[config.mk]
export PLATFORM = sky130hd
export DESIGN_NAME = serial_adder
export DESIGN_NICKNAME = d
export VERILOG_FILES = /design/src/rtl/serial_adder.sv
export SDC_FILE = /design/constraint.sdc
export NUM_CORES = 1
export LEC_CHECK = 0
export ABC_AREA = 1
export BUFFER_PORTS_ARGS = -buffer_cell sky130_fd_sc_hd__clkbuf_2
export CAP_MARGIN = 5
export CORE_ASPECT_RATIO = 0.8
export CORE_UTILIZATION = 54
export DETAILED_ROUTE_END_ITERATION = 7
export GPL_TIMING_DRIVEN = 0
export PLACE_DENSITY = 0.77
export SETUP_SLACK_MARGIN = 0.15
export SYNTH_ARGS = -nofsm -noshare
export SYNTH_HDL_FRONTEND = slang
export SYNTH_SLANG_ARGS = --single-unit
[constraint.sdc]
create_clock -name clk -period 1.3 [get_ports clk]
set_input_delay 0.26 -clock clk [delete_from_list [all_inputs] [get_ports clk]]
set_output_delay 0.26 -clock clk [all_outputs]
set_load 0.05 [all_outputs]
[src/rtl/serial_adder.sv]
// serial_adder: bit-serial WIDTH-bit adder around one fullAdder cell, start/done handshake.
// Defining SERIAL_ADDER_SUB_EN adds a sub port selecting a - b.
module fullAdder (
  input  logic a,
  input  logic b,
  input  logic cin,
  output logic s,
  output logic cout
);
  assign s    = a ^ b ^ cin;
  assign cout = (a & b) | (cin & (a ^ b));
endmodule

module serial_adder #(
  parameter int WIDTH = 8
) (
  input  logic             clk,
  input  logic             rst_n,
  input  logic             start,
  input  logic [WIDTH-1:0] a,
  input  logic [WIDTH-1:0] b,
  input  logic             cin,
`ifdef SERIAL_ADDER_SUB_EN
  input  logic             sub,
`endif
  output logic             busy,
  output logic             done,
  output logic [WIDTH-1:0] sum,
  output logic             carryOut
);
  localparam int CW = $clog2(WIDTH + 1);
  typedef enum logic [1:0] {IDLE, SHIFT, DONE} state_t;
  state_t           state_q, state_d;
  logic [WIDTH-1:0] a_sh_q, a_sh_d, b_sh_q, b_sh_d, res_q, res_d, sum_q, sum_d;
  logic [CW-1:0]    cnt_q, cnt_d;
  logic             c_q, c_d, cout_q, cout_d, fa_s, fa_c, sub_i;
`ifdef SERIAL_ADDER_SUB_EN
  assign sub_i = sub;
`else
  assign sub_i = 1'b0;
`endif
  fullAdder u_fa (.a(a_sh_q[0]), .b(b_sh_q[0]), .cin(c_q), .s(fa_s), .cout(fa_c));
  always_comb begin
    state_d = state_q;
    a_sh_d  = a_sh_q;
    b_sh_d  = b_sh_q;
    res_d   = res_q;
    c_d     = c_q;
    cnt_d   = cnt_q;
    sum_d   = sum_q;
    cout_d  = cout_q;
    if (state_q == IDLE && start) begin
      state_d = SHIFT;
      a_sh_d  = a;
      b_sh_d  = sub_i ? ~b : b;
      c_d     = sub_i | cin;
      cnt_d   = '0;
    end else if (state_q == SHIFT) begin
      a_sh_d = a_sh_q >> 1;
      b_sh_d = b_sh_q >> 1;
      res_d  = WIDTH'({fa_s, res_q} >> 1);
      c_d    = fa_c;
      cnt_d  = cnt_q + CW'(1);
      if (cnt_q == CW'(WIDTH - 1)) begin
        state_d = DONE;
        sum_d   = res_d;
        cout_d  = fa_c;
      end
    end else if (state_q != IDLE) begin
      state_d = IDLE;
    end
  end
  always_ff @(posedge clk) begin
    if (!rst_n) begin
      state_q <= IDLE;
      a_sh_q  <= '0;
      b_sh_q  <= '0;
      res_q   <= '0;
      c_q     <= 1'b0;
      cnt_q   <= '0;
      sum_q   <= '0;
      cout_q  <= 1'b0;
    end else begin
      state_q <= state_d;
      a_sh_q  <= a_sh_d;
      b_sh_q  <= b_sh_d;
      res_q   <= res_d;
      c_q     <= c_d;
      cnt_q   <= cnt_d;
      sum_q   <= sum_d;
      cout_q  <= cout_d;
    end
  end
  assign busy     = state_q == SHIFT;
  assign done     = state_q == DONE;
  assign sum      = sum_q;
  assign carryOut = cout_q;
endmodule

Yosys cells after proc, flatten, opt, wreduce, memory -nomap -nowiden
Index checks and enable logic that the tools add are counted.
{ "classes": {"n_lt_le_gt_ge": 0, "n_mux": 10, "n_reduce_logical": 11, "n_shift": 0, "n_bitwise": 7, "n_mul": 0, "eq_ne": 5, "div_mod_pow": 0, "n_addsub": 1} }
{ "ops": {"columns": ["op", "n"], "rows": [
  ["$mux W8", 4],
  ["$mux W2", 3],
  ["$reduce_and A2 Y1", 3],
  ["$reduce_bool A2 Y1", 3],
  ["$add A4 B1 Y4 const B", 1],
  ["$eq A4 B3 Y1 const B", 1],
  ["$mux W1", 3],
  ["$ne A3 B1 Y1 const B", 1],
  ["$reduce_and A3 Y1", 1],
  ["$reduce_bool A3 Y1", 1],
  ["$and A1 B1 Y1", 2],
  ["$eq A2 B1 Y1 const B", 1],
  ["$eq A2 B2 Y1 const B", 1],
  ["$logic_not A2 Y1", 1],
  ["$ne A2 B1 Y1 const B", 1],
  ["$not A1 Y1", 2],
  ["$reduce_or A2 Y1", 1],
  ["$xor A1 B1 Y1", 2],
  ["$logic_and A1 B1 Y1", 1],
  ["$or A1 B1 Y1", 1]
]} }
{ "totals": {"register_bits": 40, "elab_cells": 43, "ramBits": 0, "latchBits": 0, "n_memories": 0, "in_bits": 20, "mem_bits_ro": 0, "output_inout_bits": 11} }

Logic depth before layout (Yosys ltp)
Gate-level depths: netlist (run 1).
{ "logic_depth": {"word_depth": 5, "depth_mapped": 7, "mapped_depth_nobuf": 7} }

Cells and area by module
From an unflattened synthesis (run 1), not the netlist that was laid out.
{ "unflattened": {"cells_unflattened": 247, "hier_area_um2": 1825.5} }
{ "by_module_without_submodules": {"columns": ["mod", "seq_area_each_um2", "cells_each", "area_each_um2", "n_inst"], "rows": [
  ["serial_adder", 780.7, 246, 1805.5, 1],
  ["fullAdder", 0.0, 1, 20.0, 1]
]} }

Worst setup path before layout (run 1)
Ideal clock, no wire load.
{ "synth_timing": {"path_kind": "reg2out", "from": "register state_q[1]", "to": "output done", "path_slack_ns": 0.006, "stages_incl_launch_ff": 3, "arrival_ns": 1.034, "required_time_ns": 1.040, "n_path_buf": 0, "cell_sequence": "dfxtp_1 inv_2 nor2_1"} }
{ "synth_via": {"elab_chain_len": 1} }
{ "synth_rtl": {"columns": ["element", "line_no", "text"], "rows": [
  ["start: declaration", "33", "state_t state_q, state_d;"],
  ["start signal: assignment", "84", "state_q <= state_d;"],
  ["$eq A2 B2 Y1", "95", "assign done = state_q == DONE;"],
  ["end: declaration", "27", "output logic done,"]
]} }
Every way passes these cells.

Worst setup path after layout (run 1)
{ "layout_timing": {"from": "register state_q[1]", "to": "output busy"} }
{ "layout_via": {"elab_chain_len": 1} }
{ "layout_rtl": {"columns": ["element", "line_no", "text"], "rows": [
  ["$eq A2 B1 Y1", "94", "assign busy = state_q == SHIFT;"],
  ["end: declaration", "26", "output logic busy,"]
]} }
Every way passes these cells.

==> results of run 1 <==
cell usage after synthesis, drive strengths merged:
master	number
ha	1
nand2	44
clkbuf	3
nor2	55
fa	1
inv	29
nor3	1
buf	12
a21oi	27
o21ai	22
nand3	28
nand3b	1
dfxtp	39
kinds of logic after synthesis:
kind of cell	count (synthesis)	synth area share
AOI/OAI and AO/OA	49	0.138
adders and majority gates	2	0.0183
buffers and inverters	44	0.101
DFF	39	0.439
and+or+nand+nor	129	0.303
critical path: cells and delay by family (launching register included):
kind | cells | cell delay [ns]
buf+inv | 4 | 0.36
flops | 1 | 0.36
simple gates | 1 | 0.07
power by group:
group / internal, mW / leakage, nW / switching [mW]
clock network: 0.367 / 0.0477 / 0.442
registers: 1.27 / 0.322 / 0.0439
logic: 0.234 / 0.705 / 0.305
how the worst max path moves through the flow:
| stage | start | end | slack, ns | cells after the start |
|---|---|---|---|---|
| CTS | state_q[1]$_SDFFE_PP0P_ | busy | -0.02 | 5 |
| floorplan | c_q$_SDFFE_PN0P_ | sum[7]$_SDFFE_PN0P_ | 0.17 | 4 |
| global route | state_q[1]$_SDFFE_PP0P_ | busy | -0.08 | 5 |
| global placement | state_q[0]$_SDFFE_PN0P_ | busy | -0.05 | 4 |
| finish | state_q[1]$_SDFFE_PP0P_ | busy | -0.04 | 5 |
| detailed placement | state_q[0]$_SDFFE_PN0P_ | busy | -0.05 | 4 |
per-layer routing:
layer / track usage / up-vias
li1: - / 938
met1: 0.356 / 838
met2: 0.362 / 65
met3: 0.0754 / 8
met4: 0.0780 / 0
met5: 0 / -
per-stage QoR:
stage	std cells	total power, mW	worst slack (ns)
after floorplan	263	1.59	0.167
after global placement	333	1.68	-0.0491
after detailed placement	333	1.69	-0.0532
after CTS	348	2.53	-0.0238
after global routing	353	2.77	-0.0837
final	353	2.66	-0.0428
layout by cell type (no fill, tap or decap), types with 2 or more instances in the layout:
cell type	count
sky130_fd_sc_hd__clkbuf_2	19
sky130_fd_sc_hd__clkinv_2	3
sky130_fd_sc_hd__o21ai_1	7
sky130_fd_sc_hd__nor2_1	42
sky130_fd_sc_hd__nand2_1	32
sky130_fd_sc_hd__o21ai_0	8
sky130_fd_sc_hd__nand2_2	10
sky130_fd_sc_hd__dfxtp_2	6
sky130_fd_sc_hd__dfxtp_1	33
sky130_fd_sc_hd__nand3_2	2
sky130_fd_sc_hd__inv_4	2
sky130_fd_sc_hd__clkbuf_8	5
sky130_fd_sc_hd__nand2_4	2
sky130_fd_sc_hd__clkbuf_4	5
sky130_fd_sc_hd__nand3_1	25
sky130_fd_sc_hd__o21ai_2	7
sky130_fd_sc_hd__inv_1	27
sky130_fd_sc_hd__a21oi_1	26
sky130_fd_sc_hd__buf_1	2
sky130_fd_sc_hd__buf_6	9
sky130_fd_sc_hd__nor2_2	11
sky130_fd_sc_hd__buf_8	3
sky130_fd_sc_hd__nor2_4	4
sky130_fd_sc_hd__clkbuf_1	3
sky130_fd_sc_hd__buf_4	11
sky130_fd_sc_hd__clkbuf_16	2
sequential cells by signal, summed over array words and instances, names as in the netlist:
| register | cells |
|---|---|
| a_sh_q | 8 |
| b_sh_q | 8 |
| sum | 8 |
| res_q | 7 |
| cnt_q | 4 |
| state_q | 2 |
| c_q | 1 |
| carryOut | 1 |
cell type report:
type                       instances  area (um2)  area share
sequential                        39         788       0.323
multi-input combinational        182         972       0.398
tap                               40        50.0      0.0205
timing repair buffer              40         307       0.125
clock inverter                     3        15.0     0.00614
buffer                            15         129      0.0527
clock buffer                       5        68.8      0.0282
inverter                          29         114      0.0466
repair_timing:
action / in CTS / in global routing
setup endpoints to repair: 22 / 39
gates cloned: 3 / 2
resized for setup: 46 / 58
setup buffers: 4 / 3
pin swaps: 2 / 16
==> PnR_summary.wiki, run 1 <==
{| class="wikitable"
! Metric !! Value
|-
| Biggest area consumer among synthesized cells || sky130_fd_sc_hd__dfxtp_1
|-
| Setup repair after global routing missed its margin || yes
|-
| Cell at the root of the clock tree || sky130_fd_sc_hd__clkbuf_8
|-
| Total length of routed met3 wires || 385 um
|-
| Quantity of hold-fixing buffers added after cts || 0
|-
| Maximum number of pins on one net before global-route repair || 13
|-
| End-of-flow core utilization || 0.786
|-
| Leakage || roughly 1.1 nW
|-
| Clock tree skew after final layout || 0.0126 ns
|-
| CP peak stage delay || 0.36 ns
|-
| # nets final || 334
|-
| Number of global-route vias before repair || approximately 1,400
|-
| Number of antenna violations at the first check in global routing || 0
|-
| Portion of the clock cycle consumed by the worst path in the final layout || 1.03
|-
| H-Tree Level Count || 2
|-
| Maximum operating frequency || approximately 0.74 GHz
|-
| Total CTS buffers || 5
|-
| Critical Path, Cell by Cell || inv_4, nand2_4, inv_4, buf_8, clkbuf_16
|-
| Top-Level Pins || 31
|-
| Grt ovf || 0
|-
| Floorplan row count || 18
|-
| Gate count of the mapped netlist || 263
|-
| Total track usage || 0.252
|-
| Kind of path behind the tightest hold check || input pin to register
|-
| Area share of the largest cell type after synthesis || 0.439
|-
| Final Worst Setup Slack || -0.0428 ns
|-
| CP max-delay cell || sky130_fd_sc_hd__dfxtp_2
|-
| Y dimension of the die || 53.3 um
|-
| Count of final hold-check violations || 0
|-
| Number of sinks on the clock net || 39
|-
| Number of optimization iterations in the first detailed-route pass || 4
|-
| Total inserted antenna cells || 0
|-
| Worst hold start || b[7]
|-
| Shortest clock period the worst path allows after layout || about 1.3 ns
|-
| Flop-to-flop setup slack || -0.04 ns
|-
| Kind of capture point of the worst setup path || primary output
|-
| Final Wtd Congestion || 0.830
|-
| Cell Pwr Density || 1090 nW/um2
|-
| Post-route cell area || 2440 um2
|-
| Worst hold path stage count || 3
|-
| Maximum VDD drop || 1020 uV
|-
| Total cell area at the placement stage || 1980 um2
|-
| Synthesized area || around 1800 um2
|-
| Die span in x || 66.2 um
|-
| Count of different cell masters after synthesis || 19
|-
| Detailed-route wire length per cell || roughly 13 um
|-
| Clock Path Buffers || 2
|-
| Hold_ws || 0.198 ns
|-
| Placeable core region || 3110 um2
|-
| R2R Path End || a_sh_q[0]$_SDFFE_PN0P_
|-
| Arrival time reported for the critical path endpoint || about 1.1 ns
|-
| Worst flop-to-flop path startpoint || state_q[1]$_SDFFE_PP0P_
|-
| Worst EP required || 1.04 ns
|-
| Initial core utilization || 0.572
|-
| R2r worst-path depth || 9
|-
| Remaining DRCs || 0
|-
| Slew at the pin closest to its max-slew limit || 0.586 ns
|-
| Sequential area share after synthesis || 0.439
|-
| Worst-path clk slew || 0.07 ns
|-
| Overall die area || 3530 um2
|-
| Clock tree from TritonCTS || done
|-
| Final number of max-transition violations || 0
|-
| Avg Synthesized Cell Area || between 6 and 7 um2
|-
| Net count of the mapped netlist || 285
|-
| Final HPWL from detailed placement || roughly 2600 um
|-
| Via count normalized by instance count || ~5.2
|-
| Total Neg Setup Slack || -0.125 ns
|-
| Met1 WL || 2100 um
|-
| Violations in the final reports || negative setup slack
|-
| Synthesized flop and latch total || 39
|-
| Category of the worst setup path launch point || register
|-
| Maxcap violations || 0
|-
| Number of antenna-violating nets in the routed design || 0
|-
| Dominant cells by area after synthesis || sky130_fd_sc_hd__dfxtp_1 44%, sky130_fd_sc_hd__nor2_1 11%, sky130_fd_sc_hd__nand2_1 9.1%
|-
| Count of filler cells inserted in the layout || 214
|-
| Share of final-layout standard cells stronger than drive strength 1 || 0.335
|-
| Category of the critical setup timing path || register to primary output
|-
| Crit path max fanout || 3
|-
| Warnings from Yosys || 0
|-
| Area added between synthesis and finish || 37.4%
|-
| Number of vias after detailed routing || approximately 1,800
|-
| Dominant cell type by count on the critical path || sky130_fd_sc_hd__inv_4
|-
| Clock latency at the later pin of the worst-skew pair || about 0.3 ns
|-
| Detailed router's first-iteration violation count || 127
|-
| Detailed-route wire length || 4740 um
|-
| Result of the run || finished with violations
|-
| Wire length of the first global-routing pass || 6460 um
|-
| Setup violation total in the final timing report || 4
|-
| Detailed-routed wire length on met2 || roughly 2200 um
|-
| Highest layer used for signal routing || met4
|-
| Capture endpoint of the worst hold path || b_sh_q[7]$_SDFFE_PN0P_
|-
| Slew margin rel. || 0.609
|-
| # port buffers || 30
|}
No activity file was read; power rests on OpenSTA's default activity.
==> run 2: changes to the inputs <==
--- a/config.mk
+++ b/config.mk
@@ -9,11 +9,13 @@
 export BUFFER_PORTS_ARGS = -buffer_cell sky130_fd_sc_hd__clkbuf_2
 export CAP_MARGIN = 5
 export CORE_ASPECT_RATIO = 0.8
-export CORE_UTILIZATION = 54
+export CORE_UTILIZATION = 55
 export DETAILED_ROUTE_END_ITERATION = 7
 export GPL_TIMING_DRIVEN = 0
-export PLACE_DENSITY = 0.77
+export PLACE_DENSITY = 0.78
 export SETUP_SLACK_MARGIN = 0.15
 export SYNTH_ARGS = -nofsm -noshare
 export SYNTH_HDL_FRONTEND = slang
+export SYNTH_HIERARCHICAL = 1
 export SYNTH_SLANG_ARGS = --single-unit
+export TNS_END_PERCENT = 1
==> run 2 against run 1 <==
The run still ends with negative setup slack left. Design area up 4.8%. Clock power up 21%. Sequential power about the same. Combinational power down 1%. Clock-buffer cell count unchanged. Routed wire length down 9.6%. Flip-flop and latch count unchanged. Area after synthesis up 2.7%. Power up 6.3%. Synthesized cell count down 6.1%. Die area up 0.78%. Critical endpoint unchanged. Largest cell class unchanged.
==> PnR_summary.wiki, run 2 <==
{| class="wikitable"
! Metric !! Value
|-
| Detailed-route wire length || 4280 um
|-
| Maximum number of pins on one net before global-route repair || 13
|-
| Worst EP required || 1.04 ns
|-
| Number of buffer and inverter stages on the critical path || 4
|-
| Cell types with the highest counts after synthesis || 54 x sky130_fd_sc_hd__nor2_1, 46 x sky130_fd_sc_hd__nand2_1, 39 x sky130_fd_sc_hd__dfxtp_1
|-
| Warnings from Yosys || 6
|-
| Sequential group share of total power || 0.464
|-
| Final HPWL from detailed placement || 2610 um
|-
| Arrival time reported for the critical path endpoint || approximately 1.1 ns
|-
| Worst hold path stage count || 3
|-
| Avg Synthesized Cell Area || 7.39 um2
|-
| Part of the total power dissipated in combinational logic || 0.189
|-
| Number of vias after detailed routing || 1,730
|-
| Overall die area || 3550 um2
|-
| Portion of the clock cycle consumed by the worst path in the final layout || 1.03
|-
| Leakage || 1.10 nW
|-
| Shortest clock period the worst path allows after layout || 1.33 ns
|-
| Kind of path behind the tightest hold check || input pin to register
|-
| Area added between synthesis and finish || 40.2%
|-
| Total inserted antenna cells || 0
|-
| H-Tree Level Count || 2
|-
| Count of placed standard cells including taps || 317
|-
| CP peak stage delay || 0.35 ns
|-
| End-of-flow core utilization || 0.818
|-
| Cell type group with the largest total delay on the critical path || buffers and inverters
|-
| Top-Level Pins || 31
|-
| Main synth FF type || sky130_fd_sc_hd__dfxtp_1
|-
| Via count normalized by instance count || about 5.2
|-
| Most frequent standard cell in the layout excluding fill and tap cells || sky130_fd_sc_hd__nor2_1
|-
| Detailed-route wire length per cell || ~13 um
|-
| Crit path max fanout || 3
|-
| Sequential area share after synthesis || 0.428
|-
| Number of synthesized flops with an enable pin || 0
|-
| Switching Share || 0.273
|-
| Dominant cells by area after synthesis || sky130_fd_sc_hd__dfxtp_1 43%, sky130_fd_sc_hd__nor2_1 11%, sky130_fd_sc_hd__nand2_1 9.5%
|-
| Worst-path clk slew || 0.07 ns
|-
| Die span in x || 66.4 um
|-
| Quantity of hold-fixing buffers added after cts || 0
|-
| Final Worst Setup Slack || -0.0341 ns
|-
| Area share of the largest cell type after synthesis || 0.428
|-
| Category of the worst setup path launch point || register
|-
| Count of final hold-check violations || 0
|-
| Floorplan row count || 18
|-
| Hold_ws || 0.212 ns
|-
| Final number of max-transition violations || 0
|-
| Net count of the mapped netlist || between 200 and 300
|-
| Met1 WL || 1970 um
|-
| Clock Path Buffers || 2
|-
| Gate count of the mapped netlist || between 200 and 250
|-
| Critical Path, Cell by Cell || inv_4, nand2_4, buf_6, clkinv_4, clkbuf_16
|-
| Leading cell type by number of instances after synthesis || sky130_fd_sc_hd__nor2_1
|-
| Detailed-routed wire length on met2 || 2020 um
|-
| Biggest area consumer among synthesized cells || sky130_fd_sc_hd__dfxtp_1
|-
| Grt ovf || 0
|-
| Cell Pwr Density || 1100 nW/um2
|-
| Placeable core region || about 3100 um2
|-
| Y dimension of the die || 53.5 um
|-
| Maximum operating frequency || 0.750 GHz
|-
| Slew margin rel. || 0.621
|-
| Setup crit start || state_q[1]$_SDFFE_PP0P_
|-
| # nets final || 314
|-
| Share of total power in the clock network || 0.347
|-
| Cell Count, Final, Fillers Out || ~330
|-
| Clock tree from TritonCTS || done
|-
| Maxcap violations || 0
|-
| Number of global-route vias before repair || 1,559
|-
| Slew at the pin closest to its max-slew limit || ~0.57 ns
|-
| Result of the run || finished with violations
|-
| Area taken by flip-flops and latches || 795 um2
|-
| Synthesized area || 1830 um2
|-
| Number of antenna-violating nets in the routed design || 0
|-
| Category of the critical setup timing path || register to primary output
|-
| Total length of routed met3 wires || around 230 um
|-
| Async set-or-reset flop fraction in the synthesized netlist || 0
|-
| Wire length of the first global-routing pass || around 6700 um
|-
| Maximum VDD drop || 1110 uV
|-
| Number of sinks on the clock net || 39
|-
| Internal portion of total power || 2.05 mW
|-
| Detailed router's first-iteration violation count || 112
|-
| Number of optimization iterations in the first detailed-route pass || 4
|-
| Initial core utilization || 0.583
|-
| Total track usage || 0.252
|-
| Cell at the root of the clock tree || sky130_fd_sc_hd__clkbuf_8
|-
| Final Wtd Congestion || 0.764
|-
| CP max-delay cell || sky130_fd_sc_hd__dfxtp_2
|-
| Remaining DRCs || 0
|-
| Clock latency at the later pin of the worst-skew pair || 0.29 ns
|-
| Setup violation total in the final timing report || 1
|-
| Worst hold start || b[7]
|-
| Violations in the final reports || negative setup slack
|-
| R2r worst-path depth || 8
|-
| Total Neg Setup Slack || -0.0341 ns
|-
| Kind of capture point of the worst setup path || primary output
|-
| Net Switching || 0.772 mW
|-
| Count of different cell masters after synthesis || 27
|-
| Critical Path Stages || 5
|-
| Most frequent cells in the layout || 50 x sky130_fd_sc_hd__nor2_1, 32 x sky130_fd_sc_hd__dfxtp_1, 30 x sky130_fd_sc_hd__nand2_1, 19 x sky130_fd_sc_hd__clkbuf_2, 17 x sky130_fd_sc_hd__o21ai_1
|-
| Synthesized flop and latch total || 39
|-
| # port buffers || 30
|-
| Highest layer used for signal routing || met4
|-
| Clock tree skew after final layout || 0.00591 ns
|-
| Worst flop-to-flop path startpoint || state_q[1]$_SDFFE_PP0P_
|-
| Number of antenna violations at the first check in global routing || 0
|-
| Multi-input logic area || between 1000 and 1500 um2
|-
| Count of filler cells inserted in the layout || approximately 200
|-
| Total CTS buffers || 5
|-
| Share of final-layout standard cells stronger than drive strength 1 || 0.408
|-
| Setup repair after global routing missed its margin || yes
|}
==> run 2: cell count changes in the layout (fill, tap and decap cells not counted), sizes merged, moves of 2 or more <==
cell / previous run / this run
inv: 29 / 15
nand2: 44 / 49
a21boi: 0 / 14
buf: 26 / 24
a21oi: 27 / 12
nand3: 28 / 20
clkinv: 3 / 1
==> run 2: cells by family after synthesis <==
kind of cell / Yosys count / synth area share
simple gates: 127 / 0.306
compound gates: 48 / 0.153
flops: 39 / 0.428
buf+inv: 31 / 0.0959
fa+ha+maj: 2 / 0.0178
==> run 2: worst paths after layout <==
check	to	slack [ns]
worst max-delay path	busy	-0.03
worst min-delay path	b_sh_q[7]$_SDFFE_PN0P_	0.21
worst max register to register	cnt_q[1]$_SDFFE_PP0P_	0.07
worst min register to register	a_sh_q[7]$_SDFFE_PN0P_	0.48
==> run 2: worst min-delay path, stage by stage <==
cell                       delay [ns]
sky130_fd_sc_hd__clkbuf_2        0.09
sky130_fd_sc_hd__nand2_1         0.06
sky130_fd_sc_hd__a21oi_1         0.05
==> run 2: power groups by stage <==
stage	Sequential (mW)	Clock, mW	Combinational (mW)
floorplan	1.32	0	0.293
global placement	1.33	0	0.381
detailed placement	1.33	0	0.389
CTS	1.31	0.992	0.421
global route	1.32	1.04	0.585
finish	1.31	0.981	0.533
==> run 2: stage by stage <==
stage / total power, mW / setup WS [ns] / cell area, um2
after CTS: 2.72 / -0.0250 / 2310
after floorplan: 1.61 / 0.0927 / 1830
after detailed placement: 1.72 / -0.0263 / 2030
final: 2.82 / -0.0341 / 2560
after global placement: 1.71 / -0.0391 / 2030
after global routing: 2.94 / -0.0784 / 2560
==> run 2: layout make-up <==
type	instances	area share
clock buffer	5	0.0269
buffer	15	0.0538
tap	40	0.0196
inverter	16	0.0264
clock inverter	2	0.0147
timing repair buffer	38	0.113
sequential	39	0.310
multi-input combinational	177	0.435
==> run 2: what timing repair did <==
action	CTS	global route
setup buffers	7	1
resized for setup	36	76
endpoints found under the hold margin	0	0
setup endpoints to repair	36	39
gates cloned	0	0
pin swaps	16	70
==> run 2: layer usage <==
layer,up-vias,global-route usage
li1,878,-
met1,800,0.315
met2,44,0.420
met3,8,0.0636
met4,0,0.0993
met5,-,0
==> run 3: changes to the inputs <==
--- a/config.mk
+++ b/config.mk
@@ -5,14 +5,13 @@
 export SDC_FILE = /design/constraint.sdc
 export NUM_CORES = 1
 export LEC_CHECK = 0
-export ABC_AREA = 1
 export BUFFER_PORTS_ARGS = -buffer_cell sky130_fd_sc_hd__clkbuf_2
 export CAP_MARGIN = 5
 export CORE_ASPECT_RATIO = 0.8
-export CORE_UTILIZATION = 55
+export CORE_UTILIZATION = 53
 export DETAILED_ROUTE_END_ITERATION = 7
 export GPL_TIMING_DRIVEN = 0
-export PLACE_DENSITY = 0.78
+export PLACE_DENSITY = 0.77
 export SETUP_SLACK_MARGIN = 0.15
 export SYNTH_ARGS = -nofsm -noshare
 export SYNTH_HDL_FRONTEND = slang
==> run 3 against run 2 <==
The flow still finishes with violations (negative setup slack). Setup slack lost 0.037 ns. First-iteration DRC count shrank 25%. Sequential share of layout area grew 7.9 points. Combinational power shrank 44%. Non-clock buffer count shrank 9. Global-route usage shrank 1.2 points. Clock-buffer cell count grew 3. Critical path type unchanged. Highest routed layer unchanged.
==> PnR_summary.wiki, run 3 <==
{| class="wikitable"
! Metric !! Value
|-
| Result of the run || finished with violations
|-
| Synthesized area || 1640 um2
|-
| Biggest area consumer among synthesized cells || sky130_fd_sc_hd__dfxtp_1
|-
| Portion of the clock cycle consumed by the worst path in the final layout || 1.05
|-
| Category of the critical setup timing path || register to primary output
|-
| Multiplexer share of the synthesized area || 0.0551
|-
| Y dimension of the die || ~52 um
|-
| Violations in the final reports || negative setup slack
|-
| Async set-or-reset flop fraction in the synthesized netlist || 0
|-
| Number of antenna-violating nets in the routed design || 0
|-
| Area fraction in compound gates after synthesis || 0.172
|-
| Most frequent standard cell in the layout excluding fill and tap cells || sky130_fd_sc_hd__nand2_1
|-
| Maximum number of pins on one net before global-route repair || 12
|-
| Wire length of the first global-routing pass || 5950 um
|-
| Count of filler cells inserted in the layout || 235
|-
| Leading cell type by number of instances after synthesis || sky130_fd_sc_hd__nand2_1
|-
| Number of global-route vias before repair || ~1,400
|-
| Total inserted antenna cells || 0
|-
| Multi-input logic area || 781 um2
|-
| Count of final hold-check violations || 0
|-
| Final number of max-transition violations || 0
|-
| CP peak stage delay || 0.38 ns
|-
| Kind of path behind the tightest hold check || input pin to register
|-
| Shortest clock period the worst path allows after layout || about 1.4 ns
|-
| Sequential area share after synthesis || 0.477
|-
| Floorplan row count || 17
|-
| Detailed-route wire length per cell || 12.8 um
|-
| Clock latency at the later pin of the worst-skew pair || 0.28 ns
|-
| Top-Level Pins || 31
|-
| End-of-flow core utilization || 0.711
|-
| Cell type group with the largest total delay on the critical path || flip-flops
|-
| Avg Synthesized Cell Area || 8.52 um2
|-
| Cell at the root of the clock tree || sky130_fd_sc_hd__clkbuf_8
|-
| Placeable core region || 2850 um2
|-
| Crit path max fanout || 7
|-
| Arrival time reported for the critical path endpoint || 1.11 ns
|-
| Clock tree from TritonCTS || done
|-
| Number of synthesized flops with an enable pin || 0
|-
| Maximum operating frequency || 0.730 GHz
|-
| Leakage || 0.773 nW
|-
| Final HPWL from detailed placement || 2360 um
|-
| Warnings from Yosys || 6
|-
| Detailed-route wire length || 3430 um
|-
| Overall die area || 3310 um2
|-
| Initial core utilization || 0.574
|-
| Critical Path, Cell by Cell || nand2b_4, inv_2, buf_6, clkbuf_16
|-
| Number of antenna violations at the first check in global routing || 0
|-
| Area taken by flip-flops and latches || 790 um2
|-
| Main synth FF type || sky130_fd_sc_hd__dfxtp_1
|-
| Adder-cell area share of the yosys netlist || 0.0199
|-
| CP max-delay cell || sky130_fd_sc_hd__dfxtp_4
|-
| Slew at the pin closest to its max-slew limit || 0.441 ns
|-
| Number of buffer and inverter stages on the critical path || 3
|-
| Count of different cell masters after synthesis || 28
|-
| Worst-path clk slew || 0.07 ns
|-
| Hold_ws || between 0.2 and 0.25 ns
|-
| Cell types with the highest counts after synthesis || 65 x sky130_fd_sc_hd__nand2_1, 39 x sky130_fd_sc_hd__dfxtp_1, 16 x sky130_fd_sc_hd__o21ai_0
|-
| Final Wtd Congestion || 0.786
|-
| # nets final || around 250
|-
| Grt ovf || 0
|-
| Number of vias after detailed routing || approximately 1,400
|-
| Post-synthesis xor/xnor area fraction || 0.0107
|-
| Number of sinks on the clock net || 39
|-
| # port buffers || 29
|-
| Share of final-layout standard cells stronger than drive strength 1 || 0.243
|-
| Remaining DRCs || 0
|-
| Share of synthesized cell area in and, or, nand and nor gates || 0.209
|-
| Dominant cells by area after synthesis || sky130_fd_sc_hd__dfxtp_1 48%, sky130_fd_sc_hd__nand2_1 15%, sky130_fd_sc_hd__a31oi_1 5.7%
|-
| Kind of capture point of the worst setup path || primary output
|-
| Overall power || 2.46 mW
|-
| Gate count of the mapped netlist || 192
|-
| Die span in x || 64.1 um
|-
| Area share of the largest cell type after synthesis || 0.477
|-
| Slew margin rel. || 0.706
|-
| Cell Pwr Density || around 1200 nW/um2
|-
| Total track usage || 0.240
|-
| Main combinational cell family by area after synthesis || simple AND/OR/NAND/NOR gates
|-
| Final Worst Setup Slack || -0.0706 ns
|-
| Via count normalized by instance count || 5.27
|-
| Quantity of hold-fixing buffers added after cts || 0
|-
| Number of optimization iterations in the first detailed-route pass || 4
|-
| Maximum VDD drop || 686 uV
|-
| Total CTS buffers || 5
|-
| Most frequent cells in the layout || 64 x sky130_fd_sc_hd__nand2_1, 36 x sky130_fd_sc_hd__dfxtp_1, 18 x sky130_fd_sc_hd__clkbuf_2, 15 x sky130_fd_sc_hd__o21ai_0, 15 x sky130_fd_sc_hd__a31oi_1
|-
| Area added between synthesis and finish || 23.9%
|-
| Clock Path Buffers || 2
|-
| Category of the worst setup path launch point || register
|-
| Total Neg Setup Slack || -0.0807 ns
|-
| Worst EP required || about 1.0 ns
|-
| Setup violation total in the final timing report || 2
|-
| Post-place setup slack || -0.0520 ns
|-
| Synthesized flop and latch total || 39
|-
| Maxcap violations || 0
|-
| Detailed router's first-iteration violation count || 84
|-
| Net count of the mapped netlist || 214
|-
| Clock tree skew after final layout || 0.00129 ns
|-
| Setup repair after global routing missed its margin || yes
|-
| H-Tree Level Count || 2
|}
-- run 3: cell types whose count changed in the layout (fill, tap and decap cells not counted), sizes merged, moves of 6 or more --
| cell | change |
|---|---|
| clkbuf | +7 |
| a31oi | +15 |
| inv | -14 |
| o21ai | -6 |
| nand3 | -19 |
| mux2i | +9 |
| nand2 | +16 |
| a21oi | -9 |
| nor2 | -54 |
| buf | -13 |
| a21boi | -7 |
-- run 3: final timing paths --
kind | cells after the start | end | slack, ns | startpoint
worst max-delay path | 4 | busy | -0.07 | state_q[1]$_SDFFE_PP0P_
worst min-delay path | 3 | a_sh_q[2]$_SDFFE_PN0P_ | 0.21 | a[2]
worst min register to register | 2 | sum[0]$_SDFFE_PN0P_ | 0.46 | sum[0]$_SDFFE_PN0P_
worst max register to register | 5 | a_sh_q[0]$_SDFFE_PN0P_ | -0.01 | state_q[1]$_SDFFE_PP0P_
-- run 3: logic make-up after synthesis --
family,count (synthesis)
and+or+nand+nor,79
AOI/OAI and AO/OA,46
DFF,39
buffers and inverters,15
muxes,9
xor gates and xnor gates,2
adders and majority gates,2
-- run 3: final cells by class --
type / count / share of cell area
inverter: 1 / 0.00185
clock buffer: 8 / 0.0494
tap: 38 / 0.0235
timing repair buffer: 30 / 0.101
buffer: 14 / 0.0494
sequential: 39 / 0.390
multi-input combinational: 138 / 0.385
-- run 3: per-stage QoR --
| step | instance area (um2) | cells |
|---|---|---|
| 2_1_floorplan | 1640 | 192 |
| 3_3_place_gp | 1830 | 259 |
| 3_5_place_dp | 1830 | 259 |
| 4_1_cts | 2020 | 268 |
| 5_1_grt | 2030 | 268 |
| 6_report | 2030 | 268 |
-- run 3: routing by layer --
layer | GRT usage | share of wire | up-vias
met4 | 0.100 | 0.0082 | 0
met5 | 0 | 0 | -
met2 | 0.394 | 0.47 | 43
met1 | 0.299 | 0.47 | 647
li1 | - | - | 719
met3 | 0.0658 | 0.054 | 4
-- run 3: timing repair --
action / 4_1_cts / 5_1_grt
cloned: 0 / 0
hold endpoints to repair: 0 / 0
pin swaps: 3 / 12
setup endpoints to repair: 39 / 42
setup buffers: 1 / 0
gates resized for setup: 22 / 11
-- run 3: worst min-delay path, stage by stage --
cell                       delay (ns)
sky130_fd_sc_hd__clkbuf_2        0.08
sky130_fd_sc_hd__nand2_1         0.04
sky130_fd_sc_hd__a31oi_1         0.07
-- run 3: report_power, final --
| part | total (mW) | switching [mW] | internal [mW] |
|---|---|---|---|
| registers | 1.29 | 0.0390 | 1.25 |
| logic | 0.298 | 0.165 | 0.133 |
| clock network | 0.876 | 0.392 | 0.484 |
